`config.mk`:
```
export PLATFORM = sky130hd
export DESIGN_NAME = instruction_fetch
export DESIGN_NICKNAME = d
export VERILOG_FILES = /design/src/rtl/instruction_fetch.sv
export SDC_FILE = /design/constraint.sdc
export NUM_CORES = 1
export LEC_CHECK = 0
export BUFFER_PORTS_ARGS = -buffer_cell sky130_fd_sc_hd__buf_2
export CORE_MARGIN = 2
export CORE_UTILIZATION = 45
export CTS_BUF_LIST = sky130_fd_sc_hd__clkbuf_4 sky130_fd_sc_hd__clkbuf_8
export CTS_CLUSTER_DIAMETER = 200
export DETAILED_ROUTE_END_ITERATION = 10
export GPL_TIMING_DRIVEN = 0
export HOLD_SLACK_MARGIN = 0.06
export PLACE_DENSITY = 0.84
export SYNTH_ARGS = -nofsm -noshare
export SYNTH_HDL_FRONTEND = slang
export SYNTH_SLANG_ARGS = --single-unit
export TNS_END_PERCENT = 50
```
`constraint.sdc`:
```
create_clock -name clk -period 5 [get_ports clk]
set_input_delay 0.5 -clock clk [delete_from_list [all_inputs] [get_ports clk]]
set_output_delay 0.5 -clock clk [all_outputs]
set_load 0.1 [all_outputs]
```
`src/rtl/instruction_fetch.sv`:
```
// -----------------------------------------------------------------------------
// instruction_fetch
//
// Fetch stage of the MIPS datapath. Owns the program counter, drives the
// read address of a combinational byte-addressed instruction memory, and
// registers each fetched word together with its PC for the decode stage.
// Fetch stops at the end of the loaded program (DONE) and locks up on an
// illegal redirect (FAULT) until reset.
//
// Parameters
//   RESET_PC        PC loaded on reset.
//   PC_LIMIT        first byte address past the program; no fetch at
//                   pc >= PC_LIMIT (unsigned compare).
//
// Ports
//   clk             rising-edge clock
//   reset           asynchronous, active-high reset
//   address         instruction-memory read address (== internal pc)
//   data_out        instruction-memory read data, valid in the same cycle
//   stall           decode not ready: hold pc, outputs and state
//   redirect_valid  branch/jump taken this cycle (wins over stall)
//   redirect_target new pc when redirect_valid is high (must be word aligned)
//   instr           registered instruction word
//   instr_pc        byte address instr was fetched from
//   instr_valid     instr/instr_pc hold a live instruction
//   halted          fetch stopped (DONE or FAULT)
//   fault           FAULT state reached
//
// Build option
//   IFETCH_OPCODE_CHECK_EN  when defined, each fetched word is screened
//                           before capture; only lw, sw, add and mul are
//                           accepted, anything else sends fetch to FAULT.
// -----------------------------------------------------------------------------
module instruction_fetch #(
    parameter logic [31:0] RESET_PC = 32'd0,
    parameter logic [31:0] PC_LIMIT = 32'd360
) (
    input  logic        clk,
    input  logic        reset,
    output logic [31:0] address,
    input  logic [31:0] data_out,
    input  logic        stall,
    input  logic        redirect_valid,
    input  logic [31:0] redirect_target,
    output logic [31:0] instr,
    output logic [31:0] instr_pc,
    output logic        instr_valid,
    output logic        halted,
    output logic        fault
);

    // -------------------------------------------------------------------------
    // State encoding
    // -------------------------------------------------------------------------
    localparam logic [1:0] ST_RUN   = 2'b00;
    localparam logic [1:0] ST_DONE  = 2'b01;
    localparam logic [1:0] ST_FAULT = 2'b10;

    // -------------------------------------------------------------------------
    // Helper functions
    // -------------------------------------------------------------------------

    // A redirect target is usable only if it points at a word boundary.
    function automatic logic is_aligned(input logic [31:0] target);
        logic ok;
        if (target[1:0] == 2'b00) begin
            ok = 1'b1;
        end else begin
            ok = 1'b0;
        end
        return ok;
    endfunction

`ifdef IFETCH_OPCODE_CHECK_EN
    // Screens a fetched word against the supported instruction subset:
    // lw, sw, and R-type add / mul.
    function automatic logic opcode_legal(input logic [31:0] word);
        logic ok;
        case (word[31:26])
            6'b100011: ok = 1'b1;                      // lw
            6'b101011: ok = 1'b1;                      // sw
            6'b000000: begin
                case (word[5:0])
                    6'b100000: ok = 1'b1;              // add
                    6'b011000: ok = 1'b1;              // mul
                    default:   ok = 1'b0;
                endcase
            end
            default:   ok = 1'b0;
        endcase
        return ok;
    endfunction
`endif

    // -------------------------------------------------------------------------
    // Registers and next-state values
    // -------------------------------------------------------------------------
    logic [1:0]  state_q,       state_d;
    logic [31:0] pc_q,          pc_d;
    logic [31:0] instr_q,       instr_d;
    logic [31:0] instr_pc_q,    instr_pc_d;
    logic        instr_valid_q, instr_valid_d;
    logic        halted_q,      halted_d;
    logic        fault_q,       fault_d;

    // Fetch qualifiers derived from the current pc / memory word.
    logic        in_range_s;
    logic        word_ok_s;

    // Unsigned 32-bit comparison against the end of the program image.
    assign in_range_s = (pc_q < PC_LIMIT);

`ifdef IFETCH_OPCODE_CHECK_EN
    assign word_ok_s = opcode_legal(data_out);
`else
    assign word_ok_s = 1'b1;
`endif

    // Next-state logic: redirect beats stall beats fetch while running.
    always_comb begin
        state_d       = state_q;
        pc_d          = pc_q;
        instr_d       = instr_q;
        instr_pc_d    = instr_pc_q;
        instr_valid_d = instr_valid_q;

        case (state_q)
            ST_RUN: begin
                if (redirect_valid) begin
                    // Either way the in-flight word is discarded.
                    instr_valid_d = 1'b0;
                    if (is_aligned(redirect_target)) begin
                        pc_d = redirect_target;
                    end else begin
                        state_d = ST_FAULT;
                    end
                end else if (stall) begin
                    // Decode not ready: everything holds.
                    state_d = state_q;
                end else if (in_range_s) begin
                    if (word_ok_s) begin
                        instr_d       = data_out;
                        instr_pc_d    = pc_q;
                        instr_valid_d = 1'b1;
                        pc_d          = pc_q + 32'd4;
                    end else begin
                        // Illegal word: keep the last good instr/instr_pc.
                        instr_valid_d = 1'b0;
                        state_d       = ST_FAULT;
                    end
                end else begin
                    // Ran off the end of the program; pc parks at the limit.
                    instr_valid_d = 1'b0;
                    state_d       = ST_DONE;
                end
            end

            ST_DONE: begin
                // Only a redirect can restart fetch; stall is irrelevant here.
                instr_valid_d = 1'b0;
                if (redirect_valid) begin
                    if (is_aligned(redirect_target)) begin
                        pc_d    = redirect_target;
                        state_d = ST_RUN;
                    end else begin
                        state_d = ST_FAULT;
                    end
                end else begin
                    state_d = ST_DONE;
                end
            end

            ST_FAULT: begin
                // Sticky: only reset leaves FAULT.
                instr_valid_d = 1'b0;
                state_d       = ST_FAULT;
            end

            default: begin
                // Unreachable encoding: fail safe into FAULT.
                instr_valid_d = 1'b0;
                state_d       = ST_FAULT;
            end
        endcase
    end

    // Status flags follow the next state so they register with it.
    always_comb begin
        halted_d = (state_d != ST_RUN);
        fault_d  = (state_d == ST_FAULT);
    end

    // State, pc and the decode-facing output registers.
    always_ff @(posedge clk or posedge reset) begin
        if (reset) begin
            state_q       <= ST_RUN;
            pc_q          <= RESET_PC;
            instr_q       <= 32'd0;
            instr_pc_q    <= 32'd0;
            instr_valid_q <= 1'b0;
            halted_q      <= 1'b0;
            fault_q       <= 1'b0;
        end else begin
            state_q       <= state_d;
            pc_q          <= pc_d;
            instr_q       <= instr_d;
            instr_pc_q    <= instr_pc_d;
            instr_valid_q <= instr_valid_d;
            halted_q      <= halted_d;
            fault_q       <= fault_d;
        end
    end

    // -------------------------------------------------------------------------
    // Outputs
    // -------------------------------------------------------------------------
    assign address     = pc_q;
    assign instr       = instr_q;
    assign instr_pc    = instr_pc_q;
    assign instr_valid = instr_valid_q;
    assign halted      = halted_q;
    assign fault       = fault_q;

endmodule

```
# --- Word level (Yosys, flattened, before mapping) ---
# Cells that the tools add are included.
classes:
  add_sub_neg: 1
  n_lt_le_gt_ge: 1
  eq_ne: 7
  muxes: 22
  bitwise_logic: 2
  n_reduce_logical: 6
op_table:
  columns: ["operator", "count"]
  rows:
  - ["$mux 32", 6]
  - ["$pmux 32 s2", 1]
  - ["$add 32x3->32 const B", 1]
  - ["$lt 32x9->1 const B", 1]
  - ["$mux 2", 6]
  - ["$ne 3x3->1 const B", 3]
  - ["$mux 1", 8]
  - ["$reduce_and 6->1", 1]
  - ["$logic_not 2->1", 2]
  - ["$ne 2x2->1 const B", 2]
  - ["$pmux 2 s2", 1]
  - ["$reduce_and 4->1", 1]
  - ["$reduce_bool 2->1", 2]
  - ["$eq 2x1->1 const B", 1]
  - ["$eq 2x2->1 const B", 1]
  - ["$not 1->1", 2]
totals:
  reg_bits: 101
  input_bits: 68
  output_inout_bits: 99
  wordCells: 46

# --- Longest topological paths before layout ---
depth:
  ltp_word: 8
  mapped_depth: 7
  mapped_depth_nobuf: 6

# --- Worst setup path before layout ---
# Ideal clock, no wire load.
synth_path:
  path_type: "flip-flop to flip-flop"
  startpoint: "register pc_q[26], in the netlist address[26]"
  endpoint: "register instr_pc_q[4], in the netlist instr_pc[4]"
  setup_time_ns: 0.127
  arrival_ns: 2.673
  required_time_ns: 4.873
  slack_ns: 2.200
  stages_incl_launch_ff: 8
  period_less_slack_ns: 2.800
  cell_sequence: "dfrtp_1 > or4_4 > nor4_4 > nand4_2 > or3_1 > buf_6 > buf_6 > mux2_4"
synth_via:
  elab_chain_cells: 2
synth_rtl:
  columns: ["element", "line_no", "source"]
  rows:
  - ["start: declaration", "99", "logic [31:0] pc_q, pc_d;"]
  - ["start signal: assignment", "205", "pc_q <= pc_d;"]
  - ["$lt 32x9->1", "111", "assign in_range_s = (pc_q < PC_LIMIT);"]
  - ["$reduce_and 4->1 (no source line)", null, null]
  - ["end signal: assignment", "207", "instr_pc_q <= instr_pc_d;"]
  - ["end: declaration", "101", "logic [31:0] instr_pc_q, instr_pc_d;"]
# No other way between the ends.
# A chain may end at the register's enable or synchronous reset.

# --- Final worst setup path ---
layout_path:
  startpoint: "register pc_q[26], in the netlist address[26]"
  endpoint: "register pc_q[22], in the netlist address[22]"
layout_via:
  elab_chain_cells: 3
layout_rtl:
  columns: ["element", "line_no"]
  rows:
  - ["$lt 32x9->1", "111"]
  - ["$ne 3x3->1 (no source line)", null]
  - ["$reduce_and 6->1 (no source line)", null]
# No other way between the ends.

==> reports/metrics.csv <==
stage;metric;value;unit
placed_design;port bufs;165;
yosys;Async SR Flop Fraction;100;%
yosys;post-synthesis cell count;337;
yosys;Mapped Avg Cell Area;12.8;um^2
global_routing;vias in the first global route;3358;
critical_path;Buf+Inv Stages, Crit Path;2;
die;Initial Util;46.5;%
yosys;top-count cell post-synth;dfrtp_1;
finish;Final nets;583;
yosys;Post-synth top cells;dfrtp_1 (101), mux2_4 (26), and2_1 (24);
global_routing;total grt overflow;0;
clock_tree;post-cts sizing count;0;
clock_tree;hold_buf cts;0;
yosys;number of synthesized flops with an enable pin;0;
global_routing;GRT Util Overall;20.9;%
critical_path;Critical Path Max Stage Delay;0.56;ns
yosys;sequential-to-total area share from yosys stat;58.5;%
yosys;Top FF cell, synth;dfrtp_1;
yosys;xor/xnor cell area share of the yosys netlist;0;%
timing;Least-Margin Pin Slew;0.658;ns
critical_path;CP Depth;7;
clock_tree;post-CTS setup buffers;0;
timing;Tcrit/Tclk final;52.6;%
die;CORE AREA;9280;um^2
finish;fraction of layout cells with a size suffix above 1;47.0;%
yosys;YS warnings;0;
timing;fin crit period;2.63;ns
critical_path;CP Cell Sequence;or4_4 > nor4_4 > and4_1 > clkbuf_1 > o21ai_0 > clkbuf_1 > o22a_1;
yosys;Synth Area in Compound Gates;9.30;%
drt;WL/cell;16.5;um
clock_tree;clock root cell;clkbuf_8;
critical_path;CP Launch Type;flip-flop;
yosys;Post-Synth Adder-Cell Area;0.290;%
yosys;simple-gate share of the synthesized area;12.3;%
global_routing;initial antenna violation count;0;
yosys;top cell type's share of synthesized area;58.5;%
clock_tree;clock sink count;101;
global_routing;largest net degree at the start of global routing;53;
drt;DR vias;3336;
finish;fill count;802;
die;io pins;167;
critical_path;r2r setup slk;2.37;ns
critical_path;Worst path most repeated cell;clkbuf_1;
yosys;largest family of logic cells by synthesized area;multiplexers;
finish;Antenna diodes;0;
finish;Multi-input gate area;1640;um^2
clock_tree;clk slew on worst S/H paths;0.11;ns
drt;TritonRoute pass-1 iters;4;
global_routing;met3 global-route usage;4.04;%
timing;Slew Limit Fails;0;
power;worst vdd ir;0.261;mV
critical_path;worst setup path end;address[22];
timing;hold violation count in the final report;0;
yosys;register bit count reported by yosys;101;
critical_path;Setup crit start;address[26];
timing;Slew HR;56.1;%
global_routing;first-pass GRT wire length;17000;um
clock_tree;CTS tree;built;
global_routing;met2 GRT Util;34.2;%
critical_path;WP data arrival;2.86;ns
global_routing;global routing's busiest layer;met2;
die;Rows;35;
critical_path;maximum fanout along the worst path;10;
die;Die W;102;um
clock_tree;H-tree Lvls;3;
timing;Final Setup Violations;0;
worst_hold_path;HP Class;in -> async;
yosys;multiplexer share of the synthesized area;16.1;%
finish;Area growth syn-to-layout;27.8;%
timing;RSZ-0062 raised after global routing;false;
global_routing;met1 usage;28.6;%
power;P per Cell Area;358;nW/um^2
drt;WL final;10700;um
critical_path;Slowest-stage cell, CP;or4_4;
critical_path;Crit Reg-Reg Startpoint;address[26];
timing;setup TNS;0;ns
die;Die Ht;102;um
power;Tot Pwr;1.98;mW
placed_design;gp weighted congestion;0.955;
clock_tree;clk buf depth;2;
critical_path;Crit Path Class;reg -> reg;
critical_path;crit end category;flip-flop;
die;Die Area;10400;um^2
timing;skew final;0.0199;ns
drt;Final ANT Viol Nets;0;
critical_path;Crit path max-delay family;simple AND/OR/NAND/NOR gates;
drt;drc violations;0;
timing;Fmax;0.380;GHz
yosys;synthesized area;4320;um^2
critical_path;R2R depth;7;
job;max-cap check violation count;0;
clock_tree;number of CTS-inserted buffers;9;
placed_design;DP HPWL;7950;um
drt;Iteration-0 DRC Markers;196;
yosys;top cells by area, synth;dfrtp_1 (58%), mux2_4 (9.0%), mux2_2 (5.5%), and2_1 (3.5%), mux2i_1 (1.6%);
power;Leak;2.99;nW
clock_tree;Clock Latency Late Sink;0.36;ns
yosys;largest area contributor in the netlist;dfrtp_1;
finish;register area;2530;um^2
critical_path;Worst R2R End;address[22];
run_status;status;finished clean;
drt;vias per cell;5.15;
yosys;Synth Net Count;406;
critical_path;required time worst endpoint;5.23;ns
yosys;Netlist cell types;46;
## cell families after synthesis
family                     count (synthesis)
DFF                                      101
adders and majority gates                  1
AOI/OAI and AO/OA                         57
muxes                                     54
buffers and inverters                     31
and+or+nand+nor                           93
## registers in the layout, indices dropped and copies added (netlist names)
signal and count:
instr 32, instr_pc 32, halted 1, instr_valid 1, fault 1, address 32, state_q 2
## stage by stage
| stage | std cells | area, um^2 | worst slack, ns | util (%) | hold WS [ns] |
|---|---|---|---|---|---|
| 2_1_floorplan | 337 | 4320 | 1.85 | - | 0.525 |
| 3_3_place_gp | 631 | 5310 | 0.870 | 57.2 | 0.464 |
| 3_5_place_dp | 632 | 5340 | 2.43 | 57.5 | 0.469 |
| 4_1_cts | 648 | 5520 | 2.40 | 59.5 | 0.247 |
| 5_1_grt | 648 | 5520 | 2.21 | 59.5 | 0.271 |
| 6_report | 648 | 5520 | 2.37 | 59.5 | 0.231 |
## how the worst min path moves through the flow
stage                       from            to
floorplan             state_q[0]        halted
global placement    instr_pc[13]  instr_pc[13]
detailed placement  instr_pc[18]  instr_pc[18]
CTS                        reset     instr[28]
global route               reset     instr[25]
finish                     reset     instr[25]
## final cells by class
cell class,instances,area share [%]
plain buffers,17,1.77
clock buffers,10,2.38
clock inverters,6,0.974
inverters,14,0.997
multi-input cells,205,29.7
flip-flops and latches,101,45.8
well taps,129,2.92
repair buffers,166,15.5
## per-layer routing
layer	up-vias	share of wire (%)
met5	-	0
met4	0	1.6
met3	17	6.9
met2	145	48
met1	1621	43
li1	1553	-
## cell usage in the layout (no fill, tap or decap), types with 5 or more instances in the layout
cell type  count
buf_2        168
dfrtp_1      101
mux2_4        26
and2_1        24
mux2_2        21
nand2_1       18
nor2_1        13
inv_1         13
a21oi_1       12
clkbuf_1      10
o21ai_0        9
clkbuf_8       9
mux2i_1        7
nor3_1         6
o22a_1         6
or4_1          5
nand4_1        5
nand3_1        5
## where the power goes
group	switching (mW)	leakage [nW]	internal, mW
Combinational	0.457	1.58	0.104
Clock	0.297	0.0928	0.196
Sequential	0.0597	1.32	0.865
Total	0.814	2.99	1.17
No activity file was read; power rests on OpenSTA's default activity.
